<file path="src/rtl/multi_channel_pulse_sequencer.sv">
// multi_channel_pulse_sequencer: steered multi-channel TX bursts followed by delay/demod/delay/retransmit phases
module multi_channel_pulse_sequencer #(
  parameter int NUM_TX = 4,
  parameter int CNT_W  = 16,
  parameter int DIV_W  = 4,
  parameter int DLY_W  = 5
) (
  input  logic                    coreClock,
  input  logic                    RESET_N,
  input  logic                    ENABLE,
  input  logic                    SINGLE_SHOT,
  input  logic                    START,
  input  logic                    ABORT,
  input  logic [DIV_W-1:0]        TX_HALF_DIV,
  input  logic [7:0]              BURST_CYC,
  input  logic [NUM_TX*DLY_W-1:0] CH_DELAY,
  input  logic [NUM_TX-1:0]       CH_MASK,
  input  logic [CNT_W-1:0]        DELAY1_LEN,
  input  logic [CNT_W-1:0]        DEMOD_LEN,
  input  logic [CNT_W-1:0]        DELAY2_LEN,
  input  logic [DIV_W-1:0]        RX_HALF_DIV,
  output logic [NUM_TX-1:0]       TX_P,
  output logic [NUM_TX-1:0]       TX_N,
  output logic                    RX_CLK,
  output logic                    DEMOD_ON,
  output logic                    RETRANSMIT,
  output logic                    BUSY,
  output logic [CNT_W-1:0]        SEQ_COUNT
);
  typedef enum logic [2:0] {IDLE, BURST, DELAY1, DEMOD, DELAY2, RETX} state_t;
  state_t state_q, state_d;
  logic [DIV_W-1:0] half_q, half_d;
  logic [CNT_W-1:0] d1_q, d1_d, dm_q, dm_d, d2_q, d2_d, cnt_q, cnt_d, seq_q, seq_d;
  logic [NUM_TX-1:0][DLY_W-1:0] wait_q, wait_d;
  logic [NUM_TX-1:0][DIV_W-1:0] hc_q, hc_d;
  logic [NUM_TX-1:0][8:0] hl_q, hl_d;
  logic [NUM_TX-1:0] p_q, p_d, n_q, n_d, ch_last;
  logic [DIV_W-1:0] rxc_q, rxc_d;
  logic rx_q, demod_q, retx_q, busy_q;
  logic go, reload, load, burst_end;
  function automatic logic [CNT_W-1:0] len_m1(input logic [CNT_W-1:0] l);
    return (l == '0) ? '0 : l - 1'b1;
  endfunction
  assign go = SINGLE_SHOT ? START : ENABLE;
  assign reload = !SINGLE_SHOT && ENABLE;
  assign load = !ABORT && ((state_q == IDLE && go) || (state_q == RETX && reload));
  // A channel is on its final BURST cycle when idle-done or in the last cycle of its last half-period
  always_comb begin
    for (int i = 0; i < NUM_TX; i++)
      ch_last[i] = (wait_q[i] == '0 && !p_q[i] && !n_q[i]) ||
                   ((p_q[i] || n_q[i]) && hc_q[i] == half_q && hl_q[i] == '0);
  end
  assign burst_end = &ch_last;
  always_comb begin
    state_d = state_q;
    cnt_d = cnt_q;
    seq_d = seq_q;
    half_d = load ? TX_HALF_DIV : half_q;
    d1_d = load ? DELAY1_LEN : d1_q;
    dm_d = load ? DEMOD_LEN : dm_q;
    d2_d = load ? DELAY2_LEN : d2_q;
    case (state_q)
      IDLE: state_d = go ? BURST : IDLE;
      BURST: if (burst_end) begin
        state_d = DELAY1;
        cnt_d = len_m1(d1_q);
      end
      DELAY1: begin
        cnt_d = cnt_q - 1'b1;
        if (cnt_q == '0) begin
          state_d = DEMOD;
          cnt_d = len_m1(dm_q);
        end
      end
      DEMOD: begin
        cnt_d = cnt_q - 1'b1;
        if (cnt_q == '0) begin
          state_d = DELAY2;
          cnt_d = len_m1(d2_q);
        end
      end
      DELAY2: begin
        cnt_d = cnt_q - 1'b1;
        if (cnt_q == '0) state_d = RETX;
      end
      RETX: begin
        seq_d = seq_q + 1'b1;
        state_d = reload ? BURST : IDLE;
      end
      default: state_d = IDLE;
    endcase
    if (ABORT) begin
      state_d = IDLE;
      seq_d = seq_q;
    end
  end
  // Per-channel counters are loaded straight from the inputs on the start edge and act as the channel shadow
  always_comb begin
    wait_d = wait_q;
    hc_d = hc_q;
    hl_d = hl_q;
    p_d = '0;
    n_d = '0;
    for (int i = 0; i < NUM_TX; i++) begin
      if (load) begin
        wait_d[i] = (CH_MASK[i] && BURST_CYC != 8'd0) ? CH_DELAY[i*DLY_W +: DLY_W] : '0;
        hc_d[i] = '0;
        hl_d[i] = {BURST_CYC, 1'b0} - 9'd1;
        p_d[i] = CH_MASK[i] && BURST_CYC != 8'd0 && CH_DELAY[i*DLY_W +: DLY_W] == '0;
      end else if (state_q == BURST && !burst_end && !ABORT) begin
        if (wait_q[i] > DLY_W'(1)) begin
          wait_d[i] = wait_q[i] - 1'b1;
        end else if (wait_q[i] == DLY_W'(1)) begin
          wait_d[i] = '0;
          p_d[i] = 1'b1;
        end else if (p_q[i] || n_q[i]) begin
          if (hc_q[i] != half_q) begin
            hc_d[i] = hc_q[i] + 1'b1;
            p_d[i] = p_q[i];
            n_d[i] = n_q[i];
          end else if (hl_q[i] != '0) begin
            hc_d[i] = '0;
            hl_d[i] = hl_q[i] - 1'b1;
            p_d[i] = n_q[i];
            n_d[i] = p_q[i];
          end
        end
      end
    end
  end
  always_comb begin
    rxc_d = (rxc_q == '0) ? RX_HALF_DIV : rxc_q - 1'b1;
  end
  always_ff @(posedge coreClock or negedge RESET_N) begin
    if (!RESET_N) begin
      state_q <= IDLE;
      half_q <= '0;
      d1_q <= '0;
      dm_q <= '0;
      d2_q <= '0;
      cnt_q <= '0;
      seq_q <= '0;
      wait_q <= '0;
      hc_q <= '0;
      hl_q <= '0;
      p_q <= '0;
      n_q <= '0;
      rxc_q <= '0;
      rx_q <= 1'b0;
      demod_q <= 1'b0;
      retx_q <= 1'b0;
      busy_q <= 1'b0;
    end else begin
      state_q <= state_d;
      half_q <= half_d;
      d1_q <= d1_d;
      dm_q <= dm_d;
      d2_q <= d2_d;
      cnt_q <= cnt_d;
      seq_q <= seq_d;
      wait_q <= wait_d;
      hc_q <= hc_d;
      hl_q <= hl_d;
      p_q <= p_d;
      n_q <= n_d;
      rxc_q <= rxc_d;
      rx_q <= rx_q ^ (rxc_q == '0);
      demod_q <= state_d == DEMOD;
      retx_q <= state_d == RETX;
      busy_q <= state_d != IDLE;
    end
  end
  assign TX_P = p_q;
  assign TX_N = n_q;
  assign RX_CLK = rx_q;
  assign DEMOD_ON = demod_q;
  assign RETRANSMIT = retx_q;
  assign BUSY = busy_q;
  assign SEQ_COUNT = seq_q;
endmodule
</file>
<file path="config.mk">
export PLATFORM = sky130hd
export DESIGN_NAME = multi_channel_pulse_sequencer
export DESIGN_NICKNAME = d
export VERILOG_FILES = /design/src/rtl/multi_channel_pulse_sequencer.sv
export SDC_FILE = /design/constraint.sdc
export NUM_CORES = 1
export LEC_CHECK = 0
export CORE_MARGIN = 4
export CORE_UTILIZATION = 50
export DETAILED_ROUTE_END_ITERATION = 16
export PLACE_DENSITY_LB_ADDON = 0.1
export SYNTH_ARGS = -nofsm -noshare
export SYNTH_HDL_FRONTEND = slang
export SYNTH_SLANG_ARGS = --single-unit
</file>
<file path="constraint.sdc">
create_clock -name coreClock -period 5.4 [get_ports coreClock]
set_clock_uncertainty 0.1 [all_clocks]
set_input_delay 1.08 -clock coreClock [delete_from_list [all_inputs] [get_ports coreClock]]
set_output_delay 1.08 -clock coreClock [all_outputs]
set_load 0.05 [all_outputs]
</file>
==> metrics, run 1 <==
run status=complete, no violations; grt ovf=0; peak per-stage delay on the critical path=0.55 ns; first-pass GRT wire length=roughly 48000 µm; CP Class=in2reg; commonest non-fill, non-tap cell in the layout=nand2_1; placed cell areas=approximately 12000 µm²; commonest non-fill, non-tap cells in the layout=249 x nand2_1, 175 x dfrtp_1, 131 x nor2_1; crit end category=flip-flop; # hold bufs at CTS=0; largest net degree at the start of global routing=90; Syn Area/Cell=roughly 8.4 µm²; Synth Instances=about 1300; Main synth FF type=dfrtp_1; DP HPWL=about 22000 µm; wire length per cell=17.7 µm; Final Hold Fails=0; Resized cells post-CTS=0; Area growth syn-to-layout=19.2%; CTS Sinks=around 180; routability cong.=~0.9; Initial Util=51.1%; clk_lat worst skew=about 0.44 ns; global-route layer with the greatest usage=met2; Fmax=265 MHz; met3 Track Usage GR=3.76%; overall power=between 0.005 and 0.006 W; final WL=29500 µm; CP Data Required Time=between 5 and 6 ns; fraction of registers with async set/reset=between 90% and 100%; Core Rows=53; RSZ-0062 raised after global routing=no; Routed Antenna Nets=0; Clock transition at path regs=0.07 ns; vias in the first global route=9464; Clock Tree Buf Depth=2; Core Area=21200 µm²; Comb pwr share=about a third; Clk network pwr share=a little over a quarter; register share of total power=around 39%; Via Count=just under 10000; Antenna Cells=0; I/O Buffers=121; Startpoint Class=input pin; die area=roughly 24000 µm²; Net Count, Synth=1409; CP delay by family, top=simple AND/OR/NAND/NOR gates; synth warn=0; H-tree Lvls=4; Leakage=around 5.4 nW; Slew headroom=between 15 and 20%; slew at the pin with the worst max-slew slack=1.24 ns; post-layout min period=3.77 ns; total track usage=about a quarter; part of the Yosys area used for sequential elements=40.5%; layout cell share with drive strength beyond 1=under 10%; Slew Limit Fails=0; setup_tns=0 ns; final net count=about 1500; initial antenna violation count=0; Peak VDD IR=around 0.24 mV; Post-CTS Setup Repair Bufs=0; max-cap violations=0; Vias/cell=5.84; I/O Pins=122; clock root cell=clkbuf_16; pwr dens=approximately 400 nW/µm²; DIE HEIGHT=about 150 µm; Yosys reg bits=around 180; CTS tree=built; Arrival @ worst endpoint=3.99 ns; TritonCTS Buffers=17; Final setup viols=0; Hold/Removal Path Class=reg2reg; DRT Pass-1 Iters=6; Internal Pwr Total=~0.0031 W; crit path cell chain=clkdlybuf4s50_1 -> nor4bb_1 -> buf_4 -> a32o_4 -> nor2_1 -> nor4_4 -> and3_1 -> a31oi_1 -> o22a_1; # DRC=0; Die W=between 150 and 200 µm; number of distinct library cells after synthesis=slightly above 80; Post-Syn Area=10800 µm²; crit path buf inv count=2; 1st-iter DRT viols=772; pre-CTS setup slack=1.24 ns; Non-Filler Cell Area, Final=approximately 13000 µm²; Post-synth EDFFs=0; met2 Use GR=a little over two fifths; crit path max fanout=47; period utilization=69.8%; Net Sw Power=roughly 0.002 W; Final Core Density=60.9%; GR Util met1=31.3%; switching share of power=between 30% and 40%; slowest CP cell=clkdlybuf4s50_1; post-route setup slack=between 1.5 and 2 ns
per-layer routing:
layer	part of all wire (%)	routed length [µm]
met1	43	12600
met4	2.5	733
met5	0	0
met3	4.7	1390
met2	50	14700
registers in the layout, indices dropped and copies added (netlist names), 3 cells and up:
signal	count
d1_q	16
cnt_q	16
dm_q	16
hc_q	16
d2_q	16
half_q	4
TX_N	4
wait_q	20
hl_q	36
state_q	3
SEQ_COUNT	16
TX_P	4
rxc_q	4
path summary, 6_finish.rpt:
kind / start / endpoint / slack, ns / depth (start not counted)
min in group asynchronous: RESET_N / dm_q[13]$_DFFE_PN0P_ / 0.59 / 1
max reg2reg: hl_q[6]$_DFFE_PN0P_ / wait_q[2]$_DFFE_PN0P_ / 1.77 / 7
max in group asynchronous: RESET_N / cnt_q[14]$_DFFE_PN0P_ / 3.63 / 2
max: ABORT / hl_q[6]$_DFFE_PN0P_ / 1.63 / 9
min: RX_CLK$_DFF_PN0_ / RX_CLK$_DFF_PN0_ / 0.39 / 1
min reg2reg: RX_CLK$_DFF_PN0_ / RX_CLK$_DFF_PN0_ / 0.39 / 1
cell type report:
class / count / area, µm²
fillers: 1884 / 8280
multi-input cells: 1017 / 6080
flip-flops and latches: 175 / 4380
repair buffers: 129 / 1280
clock buffers: 18 / 439
well taps: 275 / 344
clock inverters: 14 / 203
inverters: 40 / 150
cells in the mapped netlist, drive strengths merged (7+ instances only):
| master | count | share of area (%) |
|---|---|---|
| or3 | 11 | 0.64 |
| xnor2 | 54 | 4.4 |
| o21ai | 64 | 3.0 |
| nor3 | 48 | 2.3 |
| ha | 35 | 4.1 |
| and3 | 9 | 0.52 |
| clkbuf | 22 | 0.76 |
| a31oi | 20 | 1.2 |
| dfrtp | 175 | 41 |
| nor2 | 131 | 4.6 |
| nand4 | 19 | 1.1 |
| o22ai | 19 | 1.1 |
| buf | 26 | 1.3 |
| and4 | 8 | 0.65 |
| o31ai | 9 | 0.63 |
| and2 | 9 | 0.52 |
| a21oi | 60 | 2.8 |
| nand2 | 250 | 8.7 |
| or4 | 9 | 0.70 |
| a21o | 12 | 0.83 |
| nor3b | 7 | 0.49 |
| nor4 | 28 | 1.9 |
| a32o | 7 | 0.65 |
| inv | 40 | 1.4 |
| a211oi | 7 | 0.53 |
| nand2b | 9 | 0.52 |
| nand3 | 46 | 2.2 |
| nand4b | 7 | 0.57 |
| xor2 | 42 | 3.4 |
per-stage QoR:
stage / hold WS, ns / instances
after global placement: 0.355 / 1636
final: 0.390 / 1668
after detailed placement: 0.369 / 1636
after CTS: 0.400 / 1668
after floorplan: 0.365 / 1280
after global routing: 0.410 / 1668
cells by family (layout without fill, tap and decap cells):
| group | Yosys count | after routing | share of synthesized area (%) |
|---|---|---|---|
| AND/OR/NAND/NOR | 613 | 613 | 27.2 |
| adder cells (fa/ha/maj) | 35 | 35 | 4.05 |
| XOR/XNOR | 96 | 96 | 7.78 |
| multiplexers | 8 | 8 | 0.776 |
| buffers and inverters | 88 | 201 | 3.45 |
| AO/OA/AOI/OAI | 265 | 265 | 16.2 |
| flip-flops | 175 | 175 | 40.5 |
power by group through the flow:
| stage | Sequential, W | Clock (W) | Combinational [W] |
|---|---|---|---|
| finish | 0.00199 | 0.00136 | 0.00172 |
| global route | 0.00204 | 0.00144 | 0.00193 |
| CTS | 0.00198 | 0.00138 | 0.00172 |
| detailed placement | 0.00200 | 0 | 0.00171 |
| global placement | 0.00199 | 0 | 0.00168 |
| floorplan | 0.00191 | 0 | 0.00127 |
Note: power is estimated with default switching activity, not from simulation.
==> run 2, diff against run 1 <==
- clock period: 5.4 -> 3.4 ns (I/O delays scaled with it)
==> metrics, run 2 (synthesis gave the netlist of run 1 again) <==
max-cap violations=0; Core Rows=53; Clock Tree Buf Depth=2; vias in the first global route=9611; DP HPWL=about 23000 µm; Startpoint Class=flip-flop; commonest non-fill, non-tap cells in the layout=249 x nand2_1, 175 x dfrtp_1, 131 x nor2_1; Via Count=just under 10000; routability cong.=0.939; top flop regs=hl_q (36), wait_q (20); max reg flops=36; clock root cell=clkbuf_16; largest net degree at the start of global routing=81; final net count=approximately 1500; Vias/cell=5.82; DIE HEIGHT=roughly 150 µm; Final Core Density=just over 60%; Arrival @ worst endpoint=3.43 ns; layout cell share with drive strength beyond 1=7.47%; cell count after placement=between 1500 and 2000; Initial Util=about half; post-layout min period=~3.2 ns; Antenna Cells=0; H-tree Lvls=4; Final setup viols=0; crit end category=flip-flop; commonest non-fill, non-tap cell in the layout=nand2_1; Area growth syn-to-layout=21.9%; RSZ-0062 raised after global routing=no; period utilization=about 93%; Resized cells post-CTS=0; Post-CTS Setup Repair Bufs=0; pwr dens=611 nW/µm²; Core Area=approximately 21000 µm²; CP Class=reg2reg; # DRC=0; slew at the pin with the worst max-slew slack=0.806 ns; Fmax=~310 MHz; first-pass GRT wire length=just under 50000 µm; clk_lat worst skew=~0.44 ns; Peak VDD IR=between 0.4 and 0.5 mV; run status=complete, no violations; CTS tree=built; # hold bufs at CTS=0; total track usage=around a quarter; 1st-iter DRT viols=approximately 550; grt ovf=0; Clock transition at path regs=about 0.07 ns; CTS Sinks=175; Die W=155 µm; largest reg by FF count=hl_q; Non-Filler Cell Area, Final=roughly 13000 µm²; Routed Antenna Nets=0; TritonCTS Buffers=17; Hold/Removal Path Class=in2async; Slew headroom=approximately 46%; initial antenna violation count=0; I/O Pins=122; die area=24000 µm²; CP Data Required Time=approximately 3.7 ns; I/O Buffers=approximately 120; Slew Limit Fails=0; wire length per cell=between 15 and 20 µm; placed cell areas=approximately 13000 µm²; final WL=approximately 30000 µm; crit path max fanout=9; DRT Pass-1 Iters=6; final std cells w/o fill=1708; Final Hold Fails=0; Leakage=around 5.6 nW
[run 2: cell type report]
cell class / count / area (µm²)
Fill cell: 1857 / 7990
Multi-Input combinational cell: 1017 / 6080
Sequential cell: 175 / 4380
Timing Repair Buffer: 169 / 1620
Clock buffer: 19 / 433
Tap cell: 275 / 344
Clock inverter: 13 / 156
Inverter: 40 / 150
[run 2: path summary, 6_finish.rpt]
check	slack, ns	to	depth (start not counted)	from
worst max register to register	0.22	TX_P[1]$_DFFE_PN0P_	8	hl_q[23]$_DFFE_PN0P_
min in group coreClock	0.37	RX_CLK$_DFF_PN0_	1	RX_CLK$_DFF_PN0_
worst max-delay path	0.22	TX_P[1]$_DFFE_PN0P_	8	hl_q[23]$_DFFE_PN0P_
worst min register to register	0.37	RX_CLK$_DFF_PN0_	1	RX_CLK$_DFF_PN0_
worst min-delay path	0.13	d1_q[3]$_DFFE_PN0P_	1	RESET_N
max in group asynchronous	2.28	hl_q[12]$_DFFE_PN0P_	2	RESET_N
[run 2: critical path: stages, from the launching register on]
cell       delay (ns)
dfrtp_1          0.44
nor4_2           0.37
nand4b_1         0.35
o31ai_1          0.52
nand4_1          0.35
nand2_1          0.35
buf_4            0.25
a2bb2oi_1        0.19
a2bb2oi_1        0.15
[run 2: stage by stage]
step | power [W] | TNS, ns | worst slack [ns] | hold WS (ns)
finish | 0.00805 | 0 | 0.224 | 0.130
global route | 0.00856 | 0 | 0.0455 | 0.170
CTS | 0.00805 | 0 | 0.247 | 0.150
detailed placement | 0.00602 | -0.207 | -0.0771 | 0.357
global placement | 0.00597 | 0 | 0.0143 | 0.353
floorplan | 0.00504 | 0 | 0.559 | 0.284
[run 2: where the power goes]
| group | leakage [nW] | internal (W) | total [W] | switching [W] |
|---|---|---|---|---|
| registers | 2.21 | 0.00255 | 0.00316 | 0.000610 |
| logic | 3.11 | 0.00125 | 0.00288 | 0.00163 |
| clock network | 0.278 | 0.00110 | 0.00201 | 0.000909 |
[run 2: layer usage]
layer | track usage, % | wire (µm)
met1 | 33.1 | 12900
met2 | 43.5 | 15200
met3 | 3.50 | 1520
met4 | 7.32 | 671
met5 | 0 | 0
==> RTL edit 1: new RTL, flow settings as in run 1 <==
`DLY_W`: 5 -> 7.
--- a/src/rtl/multi_channel_pulse_sequencer.sv
+++ b/src/rtl/multi_channel_pulse_sequencer.sv
@@ -3,7 +3,7 @@
   parameter int NUM_TX = 4,
   parameter int CNT_W  = 16,
   parameter int DIV_W  = 4,
-  parameter int DLY_W  = 5
+  parameter int DLY_W  = 7
 ) (
   input  logic                    coreClock,
   input  logic                    RESET_N,
Ports: changed (resized CH_DELAY); port bits go from 122 to 130. No check against the original RTL was run, so the function may have changed too.
==> RTL edit 1 against run 1 <==
- setup slack gained 0.013 ns
- highest routed layer unchanged
- non-clock buffer count grew 12
- combinational power shrank 5%
- largest cell class unchanged
- total power shrank 4.9%
- sequential cell count grew 8
- clock power shrank 10%
- sequential share of layout area is essentially flat
- critical endpoint is now TX_P[2]$_DFFE_PN0P_
- routed wire length grew 5.3%
- area after synthesis grew 5.2%
- design area grew 4.5%
==> RTL edit 1: results (changes against run 1) <==
Outcome
  • Run status: finished clean

Layout
  • Share of layout cells above drive strength 1: 5.88% (+0.93 points)
  • ClkCell Share: 4.20% (-0.78 points)
  • Final-stage net count: 1569 (+4.0%)
  • Bufs w/o clock: 141 (+9.3%)
  • Biggest regs: hl_q (36), wait_q (28)
  • Comb_multi_in: 1045 (+2.8%)
  • Non-clock buffering overhead in the final layout: 10.5% (+0.48 points)

Power and ir drop
  • Static power due to leakage: 5.57 nW (+2.7%)

Critical path
  • Standard cell with the maximum stage delay on the critical path: sky130_fd_sc_hd__nor4_1
  • Setup crit start: BURST_CYC[0]
  • Highest net fanout along the worst path: 8 (-83%)
  • Critical register-to-register path startpoint: hl_q[23]$_DFFE_PN0P_
  • CP Capture Point: TX_P[2]$_DFFE_PN0P_

Routing
  • Number of DRC violations after detailed-routing iteration 0: 818 (+6.0%)
  • Post-DR vias/cell: 6.04 (+3.5%)

Logic synthesis
  • Compound-cell area share of the yosys netlist: 18.5% (+2.4 points)
  • Post-Syn Nets: 1461 (+3.7%)
  • Share of synthesized area spent on multiplexers: 0.451% (-0.32 points)
  • Number of unique standard cell types used by synthesis: 88 (+8.6%)
  • Adder and majority gate portion of the synthesized area: 3.85% (-0.20 points)
  • Sequential element share of the synthesized area: 40.3% (-0.25 points)
  • Xor/xnor share of the synthesized area: 7.25% (-0.54 points)
  • Synthesized flop and latch total: 183 (+4.6%)

Global routing
  • Largest net degree at the start of global routing: 95 (+5.6%)
  • Number of global-route vias before repair: 10014 (+5.8%)

Placement
  • Number of buffer cells added on primary ports: 129 (+6.6%)
  • Gp weighted congestion: 0.926 (+0.96%)
  • Total half-perimeter wirelength after legalization and detailed placement: 22900 µm (+5.7%)

Timing
  • Slew Limit Headroom: 22.5% (+5.4 points)
## RTL edit 1: cell types whose count changed after synthesis, sizes merged, moves of 9 or more
cell,run 1,this run
a22oi,2,12
o211ai,6,18
o21ai,64,86
xnor2,54,68
a31oi,20,11
nand2,250,228
a21oi,60,72
nor2,131,110
xor2,42,26
## RTL edit 1: power breakdown
group          total [mW]  switching (mW)  internal, mW  leakage (nW)
registers            1.97           0.336          1.63          2.33
clock network        1.22           0.609         0.613         0.269
logic                1.63           0.945         0.687          2.98
## RTL edit 1: layer usage
layer / part of all wire [%] / track usage [%]
met1: 44 / 31.8
met2: 49 / 41.0
met3: 4.7 / 4.77
met4: 2.7 / 7.61
met5: 0 / 0
## RTL edit 1: how the worst min path moves through the flow
stage,from,end,slack (ns),cells past startpoint
floorplan,hl_q[35]$_DFFE_PN0P_,hl_q[35]$_DFFE_PN0P_,0.36,1
global placement,RX_CLK$_DFF_PN0_,RX_CLK$_DFF_PN0_,0.36,1
detailed placement,RX_CLK$_DFF_PN0_,RX_CLK$_DFF_PN0_,0.36,1
CTS,RX_CLK$_DFF_PN0_,RX_CLK$_DFF_PN0_,0.37,1
global route,RX_CLK$_DFF_PN0_,RX_CLK$_DFF_PN0_,0.38,1
finish,SEQ_COUNT[15]$_DFFE_PN0P_,SEQ_COUNT[15]$_DFFE_PN0P_,0.37,1
## RTL edit 1: metrics by stage
step | utilization (%) | std cells | total power [mW] | instance area [µm²] | setup slack (ns)
floorplan | - | 1324 | 3.10 | 11400 | 2.24
global placement | 58.3 | 1693 | 3.57 | 12900 | 1.23
detailed placement | 58.3 | 1693 | 3.60 | 12900 | 1.22
CTS | 60.9 | 1725 | 4.83 | 13500 | 1.67
global route | 60.9 | 1725 | 5.16 | 13500 | 1.42
finish | 60.9 | 1725 | 4.82 | 13500 | 1.64
==> RTL edit 2: new RTL, flow settings as in run 1 <==
Without the edit above. The 6 states of `state_t` get a Gray code encoding in 3 bits.
--- a/src/rtl/multi_channel_pulse_sequencer.sv
+++ b/src/rtl/multi_channel_pulse_sequencer.sv
@@ -27,7 +27,7 @@
   output logic                    BUSY,
   output logic [CNT_W-1:0]        SEQ_COUNT
 );
-  typedef enum logic [2:0] {IDLE, BURST, DELAY1, DEMOD, DELAY2, RETX} state_t;
+  typedef enum logic [2:0] {IDLE = 3'b000, BURST = 3'b001, DELAY1 = 3'b011, DEMOD = 3'b010, DELAY2 = 3'b110, RETX = 3'b111} state_t;
   state_t state_q, state_d;
   logic [DIV_W-1:0] half_q, half_d;
   logic [CNT_W-1:0] d1_q, d1_d, dm_q, dm_d, d2_q, d2_d, cnt_q, cnt_d, seq_q, seq_d;
Behaviour: same outputs for any inputs over 4 cycles, from zero or initial values and one cycle with RESET_N low; so few cycles prove little.
==> RTL edit 2 against run 1 <==
- total power fell by 3.7%
- routed wire length grew 5.7%
- area after synthesis rose by 5.2%
- final cell count is 3.4% higher
- hold slack lost 0.024 ns
- sequential cell count did not move
- setup slack improved by 0.28 ns
- die area rose by 4.9%
- design area up 3.9%
- highest routed layer is now met5
==> RTL edit 2: results (changes against run 1) <==
Routing
  • Number of DRC violations after detailed-routing iteration 0: 698 (-9.6%)
  • Initial DRT Pass Iterations: 5 (-1)
  • Overall via count from detail_route: 10432 (+7.1%)
  • Post-DR vias/cell: 6.05 (+3.6%)
  • Aggregate routed wire length: 31100 µm (+5.7%)

Logic synthesis
  • Number of unique standard cell types used by synthesis: 86 (+6.2%)
  • Xor/xnor share of the synthesized area: 6.86% (-0.92 points)
  • Share of synthesized area spent on multiplexers: 0.815% (+0.039 points)
  • Synth area leaders: sky130_fd_sc_hd__dfrtp_1, sky130_fd_sc_hd__nand2_1, sky130_fd_sc_hd__xnor2_1
  • Post-Syn Nets: 1457 (+3.4%)
  • Number of cells produced by synthesis: 1328 (+3.8%)
  • Compound-cell area share of the yosys netlist: 18.0% (+1.8 points)

Critical path
  • Highest net fanout along the worst path: 18 (-62%)
  • Worst R2R Path Depth: 6 (-1)
  • Reg2Reg Setup Slack: 2.12 ns (+0.35 ns)
  • Critical path arrival: 3.74 ns (-0.25 ns)

Layout
  • Non-clock buffering overhead in the final layout: 10.0% (+0.037 points)
  • Area of combinational cells with multiple inputs: 6600 µm² (+8.6%)
  • Comb_multi_in: 1059 (+4.1%)
  • Inverters: 38 (-5.0%)
  • Layout filler cell count: 1994 (+5.8%)
  • ClkCell Share: 4.20% (-0.79 points)
  • Antenna diode count: 2 (+2)
  • Bufs w/o clock: 138 (+7.0%)
  • Final-stage net count: 1558 (+3.2%)
  • Share of cell area taken by flip-flops and latches: 32.7% (-1.3 points)
  • Share of layout cells above drive strength 1: 6.10% (+1.1 points)

Placement
  • Gp weighted congestion: 0.960 (+4.8%)
  • Total half-perimeter wirelength after legalization and detailed placement: 22900 µm (+5.6%)

Timing
  • Slew Limit Headroom: 41.9% (+25 points)

Global routing
  • Largest net degree at the start of global routing: 88 (-2.2%)
  • All-Layer GR Usage: 24.5% (+0.089 points)

Power and ir drop
  • Worst supply voltage drop on vdd: 0.000221 V (-7.6%)

Outcome
  • Run status: finished clean

Hold path
  • Hold_sp: SEQ_COUNT[15]$_DFFE_PN0P_
RTL edit 2: cells by family after synthesis:
group / after synthesis
xor gates and xnor gates: 89
muxes: 9
and+or+nand+nor: 626
AOI/OAI and AO/OA: 300
buffers and inverters: 94
adders and majority gates: 35
DFF: 175
RTL edit 2: report_power, final:
group          internal [mW]  total (mW)  switching, mW
sequential              1.59        1.98          0.391
clock                  0.644        1.21          0.563
combinational          0.704        1.70          0.995
RTL edit 2: metal layers:
metal	up-vias	wire, µm	track usage, %
met5	-	13	0
met4	2	912	9.47
met3	63	1210	4.12
met2	248	15500	41.9
met1	5050	13500	31.3
li1	5069	-	-
RTL edit 2: stage by stage:
step                util, %  worst slack (ns)
finish                 60.6              1.91
global route           60.6              1.77
CTS                    60.5              1.94
detailed placement     58.0              1.49
global placement       58.0              1.54
floorplan                 -              2.33
